## src/rtl/uart_pkg.sv

```systemverilog
// rtl/uart_pkg.sv - shared constants, FSM states and bit-divider helper for the UART message streamer
package uart_pkg;

  localparam int PAR_NONE = 0;
  localparam int PAR_EVEN = 1;
  localparam int PAR_ODD  = 2;

  typedef enum logic [2:0] {
    ST_IDLE,
    ST_FETCH,
    ST_LOAD,
    ST_SEND,
    ST_GAP
  } state_t;

  // Clocks per bit, rounded to nearest.
  function automatic int uart_div(input int clk_hz, input int baud);
    return (clk_hz + baud / 2) / baud;
  endfunction

endpackage

```

## src/rtl/uart_tx_core.sv

```systemverilog
// rtl/uart_tx_core.sv - single-frame UART serializer: start, 8 data bits LSB first, optional parity, stop bits
module uart_tx_core
  import uart_pkg::*;
#(
  parameter int CLK_HZ    = 12000000,
  parameter int BAUD      = 115200,
  parameter int PARITY    = PAR_NONE,
  parameter int STOP_BITS = 1
) (
  input  logic       clk,
  input  logic       rst,
  input  logic       load,
  input  logic [7:0] data,
  output logic       tx,
  output logic       frame_done,
  output logic       core_busy
);

  localparam int DIV   = uart_div(CLK_HZ, BAUD);
  localparam int NBITS = 10 + ((PARITY != PAR_NONE) ? 1 : 0) + STOP_BITS - 1;
  localparam int CW    = $clog2(DIV);

  logic [CW-1:0] baud_cnt;
  logic [3:0]    bits_left;
  logic [9:0]    shreg;
  logic          par_bit;

  // Without parity, slot 8 just carries the first stop bit.
  always_comb begin
    par_bit = 1'b1;
    if (PARITY == PAR_EVEN) par_bit = ^data;
    else if (PARITY == PAR_ODD) par_bit = ~^data;
  end

  always_ff @(posedge clk or posedge rst) begin
    if (rst) begin
      tx         <= 1'b1;
      frame_done <= 1'b0;
      core_busy  <= 1'b0;
      baud_cnt   <= '0;
      bits_left  <= '0;
      shreg      <= '1;
    end else begin
      frame_done <= 1'b0;
      if (load) begin
        tx        <= 1'b0;
        core_busy <= 1'b1;
        baud_cnt  <= '0;
        bits_left <= 4'(NBITS - 1);
        shreg     <= {1'b1, par_bit, data};
      end else if (core_busy) begin
        if (baud_cnt == CW'(DIV - 1)) begin
          baud_cnt <= '0;
          if (bits_left == 4'd0) begin
            core_busy  <= 1'b0;
            frame_done <= 1'b1;
            tx         <= 1'b1;
          end else begin
            tx        <= shreg[0];
            shreg     <= {1'b1, shreg[9:1]};
            bits_left <= bits_left - 4'd1;
          end
        end else begin
          baud_cnt <= baud_cnt + 1'b1;
        end
      end
    end
  end

endmodule

```

## src/rtl/uart_msg_streamer.sv

```systemverilog
// rtl/uart_msg_streamer.sv - buffered UART message transmitter with repeat, idle gap and clean abort
module uart_msg_streamer
  import uart_pkg::*;
#(
  parameter int CLK_HZ    = 12000000,
  parameter int BAUD      = 115200,
  parameter int DEPTH     = 16,
  parameter int PARITY    = PAR_NONE,
  parameter int STOP_BITS = 1,
  parameter int GAP_BITS  = 0,
  localparam int AW       = $clog2(DEPTH)
) (
  input  logic          clk_12m,
  input  logic          rst,
  input  logic          wr_en,
  input  logic [AW-1:0] wr_addr,
  input  logic [7:0]    wr_data,
  input  logic [AW:0]   msg_len,
  input  logic          start,
  input  logic          repeat_en,
  input  logic          abort,
  output logic          tx,
  output logic          busy,
  output logic          done,
  output logic [AW-1:0] char_idx
);

  localparam int DIV     = uart_div(CLK_HZ, BAUD);
  localparam int GAP_CYC = GAP_BITS * DIV;
  localparam int GW      = (GAP_CYC > 1) ? $clog2(GAP_CYC) : 1;

  if (DIV < 2) begin : g_div_check
    $error("uart_msg_streamer: clocks per bit must be at least 2");
  end
  if (DEPTH < 2) begin : g_depth_check
    $error("uart_msg_streamer: DEPTH must be at least 2");
  end
  if (PARITY < 0 || PARITY > 2) begin : g_parity_check
    $error("uart_msg_streamer: PARITY must be 0, 1 or 2");
  end
  if (STOP_BITS < 1 || STOP_BITS > 2) begin : g_stop_check
    $error("uart_msg_streamer: STOP_BITS must be 1 or 2");
  end

  logic [7:0]    mem [DEPTH];
  logic [7:0]    rd_data;
  state_t        state;
  logic [AW:0]   len;
  logic [GW-1:0] gap_cnt;
  logic          abort_q;
  logic          load;
  logic          frame_done;
  logic          core_busy;

  // Registered read: a same-cycle write to the fetched address is seen next time.
  always_ff @(posedge clk_12m) begin
    if (wr_en) mem[wr_addr] <= wr_data;
    if (state == ST_FETCH) rd_data <= mem[char_idx];
  end

  assign load = (state == ST_LOAD) && !core_busy;

  always_ff @(posedge clk_12m or posedge rst) begin
    if (rst) begin
      state    <= ST_IDLE;
      len      <= '0;
      char_idx <= '0;
      gap_cnt  <= '0;
      abort_q  <= 1'b0;
      busy     <= 1'b0;
      done     <= 1'b0;
    end else begin
      done <= 1'b0;
      if (state != ST_IDLE && abort) abort_q <= 1'b1;
      unique case (state)
        ST_IDLE: begin
          abort_q <= 1'b0;
          if (start && msg_len != '0) begin
            len      <= msg_len;
            char_idx <= '0;
            busy     <= 1'b1;
            state    <= ST_FETCH;
          end
        end
        ST_FETCH: state <= ST_LOAD;
        ST_LOAD: if (!core_busy) state <= ST_SEND;
        ST_SEND: begin
          if (frame_done) begin
            if (abort_q || abort) begin
              busy  <= 1'b0;
              done  <= 1'b1;
              state <= ST_IDLE;
            end else if ((AW+1)'(char_idx) + (AW+1)'(1) < len) begin
              char_idx <= char_idx + 1'b1;
              state    <= ST_FETCH;
            end else if (repeat_en) begin
              if (GAP_CYC == 0) begin
                char_idx <= '0;
                state    <= ST_FETCH;
              end else begin
                gap_cnt <= '0;
                state   <= ST_GAP;
              end
            end else begin
              busy  <= 1'b0;
              done  <= 1'b1;
              state <= ST_IDLE;
            end
          end
        end
        ST_GAP: begin
          if (abort_q || abort) begin
            busy  <= 1'b0;
            done  <= 1'b1;
            state <= ST_IDLE;
          end else if (gap_cnt == GW'(GAP_CYC - 1)) begin
            char_idx <= '0;
            state    <= ST_FETCH;
          end else begin
            gap_cnt <= gap_cnt + 1'b1;
          end
        end
        default: state <= ST_IDLE;
      endcase
    end
  end

  uart_tx_core #(
    .CLK_HZ   (CLK_HZ),
    .BAUD     (BAUD),
    .PARITY   (PARITY),
    .STOP_BITS(STOP_BITS)
  ) u_core (
    .clk       (clk_12m),
    .rst       (rst),
    .load      (load),
    .data      (rd_data),
    .tx        (tx),
    .frame_done(frame_done),
    .core_busy (core_busy)
  );

endmodule

```

## config.mk

```make
export PLATFORM = sky130hd
export DESIGN_NAME = uart_msg_streamer
export DESIGN_NICKNAME = d
export VERILOG_FILES = /design/src/rtl/uart_pkg.sv /design/src/rtl/uart_tx_core.sv /design/src/rtl/uart_msg_streamer.sv
export SDC_FILE = /design/constraint.sdc
export NUM_CORES = 1
export LEC_CHECK = 0
export ABC_AREA = 1
export ABC_CLOCK_PERIOD_IN_PS = 2300
export CAP_MARGIN = 20
export CORE_ASPECT_RATIO = 1.75
export CORE_MARGIN = 3
export CORE_UTILIZATION = 55
export DETAILED_ROUTE_END_ITERATION = 10
export PLACE_DENSITY = 0.73
export SKIP_CTS_REPAIR_TIMING = 1
export SYNTH_ARGS = -nofsm -noshare
export SYNTH_HDL_FRONTEND = slang
export SYNTH_HIERARCHICAL = 1
export SYNTH_SLANG_ARGS = --single-unit
export TNS_END_PERCENT = 100
```

## constraint.sdc

```tcl
create_clock -name clk_12m -period 2.3 [get_ports clk_12m]
set_input_delay 0.46 -clock clk_12m [delete_from_list [all_inputs] [get_ports clk_12m]]
set_output_delay 0.46 -clock clk_12m [all_outputs]
set_load 0.005 [all_outputs]
```

==> flow_summary.ini, run 1 <==
[final_layout]
area_growth_pct = 15.7
antenna_cells_inserted = 0
num-nets-final = 786
fillerInstances = 1009
drive_above_1_share_pct = 12.3
final_util_pct = 65.0

[detailed_routing]
wl_per_cell_um = 16.4
num_vias = 5127
drc = 0
drtAntennaViolNets = 0
wl_um = 15300
drtIter0Drc = 352
drtPass1Iterations = 5
vias_per_cell = 5.47

[placement]
io_buffers = 29
dp_hpwl_um = 10700
place_congestion = 0.889

[global_routing]
grt_pass1_vias = 5057
globalRouteOverflowTotal = 0
grt_max_degree = 100
grt_use_total_pct = 21.6
grt_pass1_wl_um = 24900
antenna_found_initial = 0

[synth]
syn_inst = 702
synth_edf_count = 136
yosys_warnings = 6
syn_nets = 737
synth_ff_type = edfxtp_1
synth.cell_area_um2 = 7550
synth_area_per_cell_um2 = 10.8
synth.distinct_cells = 38
ys_ff_latch = 172
yosysSeqAreaShare_pct = 66.1
async_flop_share_pct = 20.9

[timing]
fmax_mhz = 449
final_hold_viol_count = 0
worst_pin_slew_ps = 659
fin_skew_ps = 8.15
fin_tns_setup_ps = 0
max_slew_margin_pct = 55.9
min_period_ps = 2230
grt_setup_unrepaired = false
period_share_pct = 96.8
maxSlewViolCount = 0
setup_violations = 0

[cts]
cts_buffers = 17
clk_path_buf_depth = 2
htreeDepth = 4
cts.sinks = 172
cts_root_buf = clkbuf_16
clk_pin_slew_ps = 70
cts_tree = done
worstSkewPairLatency_ps = 430

[worst_setup_path]
cp.required_ps = 1840
crit_type = reg -> out
critPathBufInv = 2
cp.arrival_ps = 1770
path_cells = buf_4, clkdlybuf4s50_1
critPathTopFamily = buffers and inverters
crit_fanout = 27
critical_path.max_stage_delay_ps = 580
crit_slowest_cell = clkdlybuf4s50_1
worstSetupStartpointType = flip-flop
end_kind = output pin

[floorplanning]
dieArea_um2 = 15200
initial_core_util_pct = 56.1
die-height_um = 161
rows = 56
core_um2 = 13500
chipWidth_um = 94.6
pin_count = 30

[pwr]
p_per_area_nw_per_um2 = 731
p_leak_nw = 3.45
max-vdd-ir-drop_mv = 0.570
power_mw = 6.39

[run_status]
status = completed

[worst_hold_path]
hp-class = in -> async

[job]
drv_cap = 0
## synthesized netlist by cell type (5+ instances only)
master	number	area [µm²]
nor2_1	76	285
clkbuf_1	5	18.8
edfxtp_1	136	4080
nand2_2	6	37.5
nand2_1	171	642
o211ai_1	14	105
o2111ai_1	15	131
ha_1	12	150
nand3_1	34	170
inv_1	67	251
o21ai_0	43	215
a21oi_1	21	105
buf_2	14	70.1
buf_4	5	37.5
dfrtp_1	27	676
nand4_1	14	87.6
dfstp_2	9	236
## layout make-up
class | instances | area, µm² | share of cell area [%]
sequential | 172 | 5000 | 57.2
multi-input combinational | 431 | 2140 | 24.5
timing repair buffer | 57 | 513 | 5.87
clock buffer | 17 | 425 | 4.87
inverter | 72 | 273 | 3.12
tap | 174 | 218 | 2.49
clock inverter | 15 | 174 | 1.99
## layout by cell type, fill, tap and decap left out, types with 5 or more instances in the layout
master	instances
edfxtp_1	136
nand2_1	170
buf_4	27
inv_1	67
dfrtp_1	26
o2111ai_1	15
nand4_1	14
clkinv_8	5
nor2_1	76
o21ai_0	43
o211ai_1	14
clkbuf_16	17
nand2_2	7
a21oi_1	21
dfstp_2	9
ha_1	12
clkdlybuf4s50_1	29
nand3_1	34
## worst paths after layout
path,start,end,slack [ps],cells past startpoint
hold reg to reg,u_core/shreg[0],u_core/shreg[0],470,2
min in group clk_12m,u_core/shreg[0],u_core/shreg[0],470,2
setup / recovery,char_idx[1],char_idx[1],70,2
max in group asynchronous,rst,char_idx[0],1490,2
setup reg to reg,char_idx[1],char_idx[0],180,15
hold / removal,rst,u_core/baud_cnt[0],400,3
## logic make-up (layout without fill, tap and decap cells)
group / count (synthesis) / after routing / synth area share [%]
mux: 1 / 1 / 0.149
fa+ha+maj: 12 / 12 / 1.99
flops: 172 / 172 / 66.1
compound gates: 95 / 95 / 7.54
buf+inv: 99 / 161 / 5.63
simple gates: 319 / 319 / 18.1
xor+xnor: 4 / 4 / 0.464
## worst min-delay path: cells and delay by family
family / cells / cell delay [ps]
buffers and inverters: 3 / 750
## power breakdown
part,switching [mW],internal [mW]
sequential,0.0115,3.41
clock,1.34,1.47
combinational,0.102,0.0567
total,1.46,4.93
## metal layers
| layer | track usage [%] | routed length (µm) | vias to the layer above | share of wire, % |
|---|---|---|---|---|
| li1 | - | - | 2493 | - |
| met1 | 24.5 | 5730 | 2440 | 37 |
| met2 | 37.7 | 8300 | 143 | 54 |
| met3 | 4.19 | 571 | 51 | 3.7 |
| met4 | 11.8 | 737 | 0 | 4.8 |
| met5 | 0 | 0 | - | 0 |
## through the flow
stage / cells / hold WS, ps / cell area (µm²) / setup slack [ps]
CTS: 938 / 409 / 8730 / 64.6
global route: 938 / 450 / 8740 / 10.4
detailed placement: 906 / 458 / 8130 / 168
floorplan: 702 / 349 / 7550 / 301
global placement: 906 / 451 / 8130 / 288
finish: 938 / 401 / 8740 / 73.7
## registers in the layout (all words and copies together) (netlist names)
signal and flops:
state 2, mem 128, u_core/baud_cnt 7, rd_data 8, u_core/frame_done 1, u_core/shreg 8
char_idx 4, u_core/core_busy 1, done 1, abort_q 1, u_core/bits_left 4, busy 1
len 5, u_core/tx 1
Note: power is estimated with default switching activity, not from simulation.
==> run 2, diff against run 1 <==
- ABC_CLOCK_PERIOD_IN_PS: 2300 -> default
- clock period: 2.3 -> 2.25 ns (I/O delays scaled with it)
==> flow_summary.ini, run 2 (same netlist as run 1, synthesis figures left out) <==
[cts]
htreeDepth = 4
cts.sinks = 172
clk_pin_slew_ps = 70
worstSkewPairLatency_ps = 420
cts_root_buf = clkbuf_16
cts_tree = done
cts_buffers = 17
clk_path_buf_depth = 2

[worst_setup_path]
end_kind = flip-flop
cp.required_ps = 2620
ff2ff_path_depth = 15
crit_slowest_cell = dfrtp_1
worstSetupStartpointType = flip-flop
cp.arrival_ps = 2510
crit_type = reg -> reg
crit_fanout = 7
critPathTopFamily = simple AND/OR/NAND/NOR gates
cp.depth = 15
critPathBufInv = 2
critical_path.max_stage_delay_ps = 430
path_cells = nand2_2, inv_2, nand2_1, xor2_2, inv_1, ha_1, nand2_1, nor2_1, nand2_1, nand3_4, o21ai_0, nand2_1, nand2_1, nand2_1, nand2_1
critPathMostFrequentCell = nand2_1

[placement]
place_congestion = 0.871
io_buffers = 29
dp_hpwl_um = 10600
dp.cells = 906

[final_layout]
finalNonFillerCells = 943
top_register = mem
fillerInstances = 1024
mostFrequentLayoutCell = nand2_1
num-nets-final = 791
layout_common_cells = 170 x nand2_1, 136 x edfxtp_1, 76 x nor2_1
antenna_cells_inserted = 0
reg_top3 = mem x128, rd_data x8, u_core/shreg x8
area_growth_pct = 16.4
final_util_pct = 65.3
largest_reg_flops = 128
drive_above_1_share_pct = 13.1

[global_routing]
grt_pass1_wl_um = 24600
grt_max_degree = 80
grt_pass1_vias = 4913
antenna_found_initial = 0
grt_use_total_pct = 21.4
globalRouteOverflowTotal = 0

[job]
drv_cap = 0

[detailed_routing]
vias_per_cell = 5.39
wl_per_cell_um = 16.4
drtAntennaViolNets = 0
drtPass1Iterations = 5
drtIter0Drc = 360
wl_um = 15400
num_vias = 5085
drc = 0

[floorplanning]
die-height_um = 161
core_um2 = 13500
dieArea_um2 = 15200
chipWidth_um = 94.6
rows = 56
initial_core_util_pct = 56.1
pin_count = 30

[pwr]
p_per_area_nw_per_um2 = 746
p_leak_nw = 3.46
max-vdd-ir-drop_mv = 0.718
power_mw = 6.56

[timing]
grt_setup_unrepaired = true
setup_violations = 0
min_period_ps = 2150
worst_pin_slew_ps = 706
hold_ws_ps = 407
fin_tns_setup_ps = 0
maxSlewViolCount = 0
max_slew_margin_pct = 52.9
fmax_mhz = 466
final_hold_viol_count = 0
fin_skew_ps = 7.89
period_share_pct = 95.4

[run_status]
status = completed

[worst_hold_path]
hp-class = in -> async
-- run 2: report_power, final --
group	internal, mW	switching, mW
Sequential	3.49	0.0119
Combinational	0.0589	0.106
Clock	1.59	1.30
-- run 2: metrics by stage --
| step | worst slack, ps | instance area [µm²] |
|---|---|---|
| CTS | 6.45 | 8720 |
| global route | -38.4 | 8790 |
| detailed placement | 88.0 | 8120 |
| global placement | 249 | 8120 |
| finish | 105 | 8790 |
| floorplan | 251 | 7550 |
-- run 2: final cells by class --
type / instances / area [µm²] / share of cell area [%]
clock buffer: 18 / 429 / 4.88
timing repair buffer: 62 / 542 / 6.16
clock inverter: 14 / 168 / 1.91
multi-input combinational: 431 / 2160 / 24.6
inverter: 72 / 273 / 3.10
sequential: 172 / 5000 / 56.8
tap: 174 / 218 / 2.48
-- run 2: layer usage --
layer / share of wire, % / up-vias / wire length (µm) / global-route usage, %
li1: - / 2506 / - / -
met1: 37 / 2411 / 5700 / 23.7
met5: 0 / - / 0 / 0
met2: 56 / 138 / 8670 / 38.9
met3: 3.9 / 30 / 607 / 4.24
met4: 2.9 / 0 / 443 / 9.26
-- run 2: worst paths after layout --
check,start,to,slack (ps)
worst max-delay path,char_idx[1],busy,100
worst min-delay path,rst,u_core/frame_done,410
worst max register to register,char_idx[1],busy,100
worst min register to register,u_core/shreg[0],u_core/shreg[0],470
max in group asynchronous,rst,char_idx[0],1430
min in group clk_12m,u_core/shreg[0],u_core/shreg[0],470
-- run 2: worst reg2reg max path: stages, from the launching register on --
cell and delay [ps]:
dfrtp_1 430, nand2_2 110, inv_2 40, nand2_1 90, xor2_2 150, inv_1 60, ha_1 270, nand2_1 90
nor2_1 60, nand2_1 100, nand3_4 110, o21ai_0 290, nand2_1 100, nand2_1 90, nand2_1 50, nand2_1 50
==> run 3, diff against run 2 <==
- CORE_ASPECT_RATIO: 1.75 -> 2
==> flow_summary.ini, run 3 (same netlist as run 1, synthesis figures left out) <==
[detailed_routing]
vias_per_cell = 5.61
wl_per_cell_um = 17.3
drtIter0Drc = 383
drtAntennaViolNets = 0
drtPass1Iterations = 7
num_vias = 5175
wl_um = 16000
drc = 0

[placement]
place_congestion = 0.875
postPlaceCellArea_um2 = 8110
dp_hpwl_um = 11000
io_buffers = 29

[run_status]
status = completed

[global_routing]
antenna_found_initial = 0
grt_pass1_wl_um = 25100
grt_use_total_pct = 22.4
grt_pass1_vias = 5185
globalRouteOverflowTotal = 0
grt_max_degree = 77

[floorplanning]
chipWidth_um = 88.9
core_um2 = 13400
rows = 60
pin_count = 30
dieArea_um2 = 15300
initial_core_util_pct = 56.2
die-height_um = 172

[cts]
clk_path_buf_depth = 2
clk_pin_slew_ps = 70
worstSkewPairLatency_ps = 430
cts.sinks = 172
cts_buffers = 17
cts_root_buf = clkbuf_16
cts_tree = done
htreeDepth = 4

[timing]
fmax_mhz = 460
maxSlewViolCount = 0
final_hold_viol_count = 0
setup_violations = 0
worst_pin_slew_ps = 695
grt_setup_unrepaired = true
period_share_pct = 96.6
fin_skew_ps = 16.3
min_period_ps = 2170
fin_tns_setup_ps = 0
max_slew_margin_pct = 53.7

[pwr]
p_per_area_nw_per_um2 = 743
power_mw = 6.52
max-vdd-ir-drop_mv = 0.589
p_leak_nw = 3.47

[final_layout]
mostFrequentLayoutCell = nand2_1
layout_common_cells = 170 x nand2_1, 136 x edfxtp_1, 76 x nor2_1
largest_reg_flops = 128
stdcell_area_um2 = 8760
final_util_pct = 65.2
drive_above_1_share_pct = 13.0
antenna_cells_inserted = 0
top_register = mem
num-nets-final = 791
fillerInstances = 1007
area_growth_pct = 16.0
reg_top3 = mem x128, rd_data x8, u_core/shreg x8

[worst_setup_path]
end_kind = output pin
crit_fanout = 33
path_cells = buf_6, clkdlybuf4s50_1
worstSetupStartpointType = flip-flop
crit_slowest_cell = clkdlybuf4s50_1
r2r_slack_ps = 100
cp.required_ps = 1800
critical_path.max_stage_delay_ps = 560
crit_type = reg -> out
cp.arrival_ps = 1720

[job]
drv_cap = 0

[worst_hold_path]
hp-class = in -> async
## run 3: changes by cell type in the layout (fill, tap and decap cells not counted), moves of 3 or more
cell        delta
clkinv_8       +5
clkinvlp_4     -3
inv_6          +4
inv_8          -6
## run 3: metal layers
metal | track usage, % | vias to the layer above | part of all wire, %
li1 | - | 2494 | -
met1 | 22.3 | 2493 | 35
met2 | 42.0 | 147 | 58
met3 | 4.27 | 41 | 3.8
met4 | 11.6 | 0 | 3.6
met5 | 0 | - | 0
## run 3: critical path, delay by kind of cell, from the launching register on
family	cells	cell delay [ps]
buf+inv	2	850
flops	1	440
## run 3: final cells by class
type / count / area, µm² / area share, %
tap: 155 / 194 / 2.21
timing repair buffer: 62 / 542 / 6.18
clock buffer: 17 / 425 / 4.85
inverter: 72 / 273 / 3.11
sequential: 172 / 5000 / 57.0
multi-input combinational: 431 / 2160 / 24.6
clock inverter: 14 / 173 / 1.97
## run 3: path summary, 6_finish.rpt
check                      cells after the start       startpoint                  to
min in group clk_12m                           2  u_core/shreg[3]     u_core/shreg[3]
setup / recovery                               2      char_idx[1]         char_idx[1]
hold / removal                                 3              rst  u_core/baud_cnt[5]
max in group asynchronous                      2              rst         char_idx[0]
setup reg to reg                              14      char_idx[1]         char_idx[0]
hold reg to reg                                2  u_core/shreg[3]     u_core/shreg[3]
## run 3: stage by stage
| stage | hold WS (ps) | cells | setup WS (ps) |
|---|---|---|---|
| 2_1_floorplan | 339 | 702 | 251 |
| 3_3_place_gp | 451 | 889 | 211 |
| 3_5_place_dp | 458 | 889 | 124 |
| 4_1_cts | 402 | 920 | -6.83 |
| 5_1_grt | 432 | 923 | -44.9 |
| 6_report | 395 | 923 | 77.4 |
## run 3: power by group
group | internal [mW] | switching (mW) | leakage, nW
Combinational | 0.0585 | 0.106 | 1.51
Clock | 1.49 | 1.36 | 0.290
Sequential | 3.49 | 0.0126 | 1.67
Total | 5.04 | 1.48 | 3.47
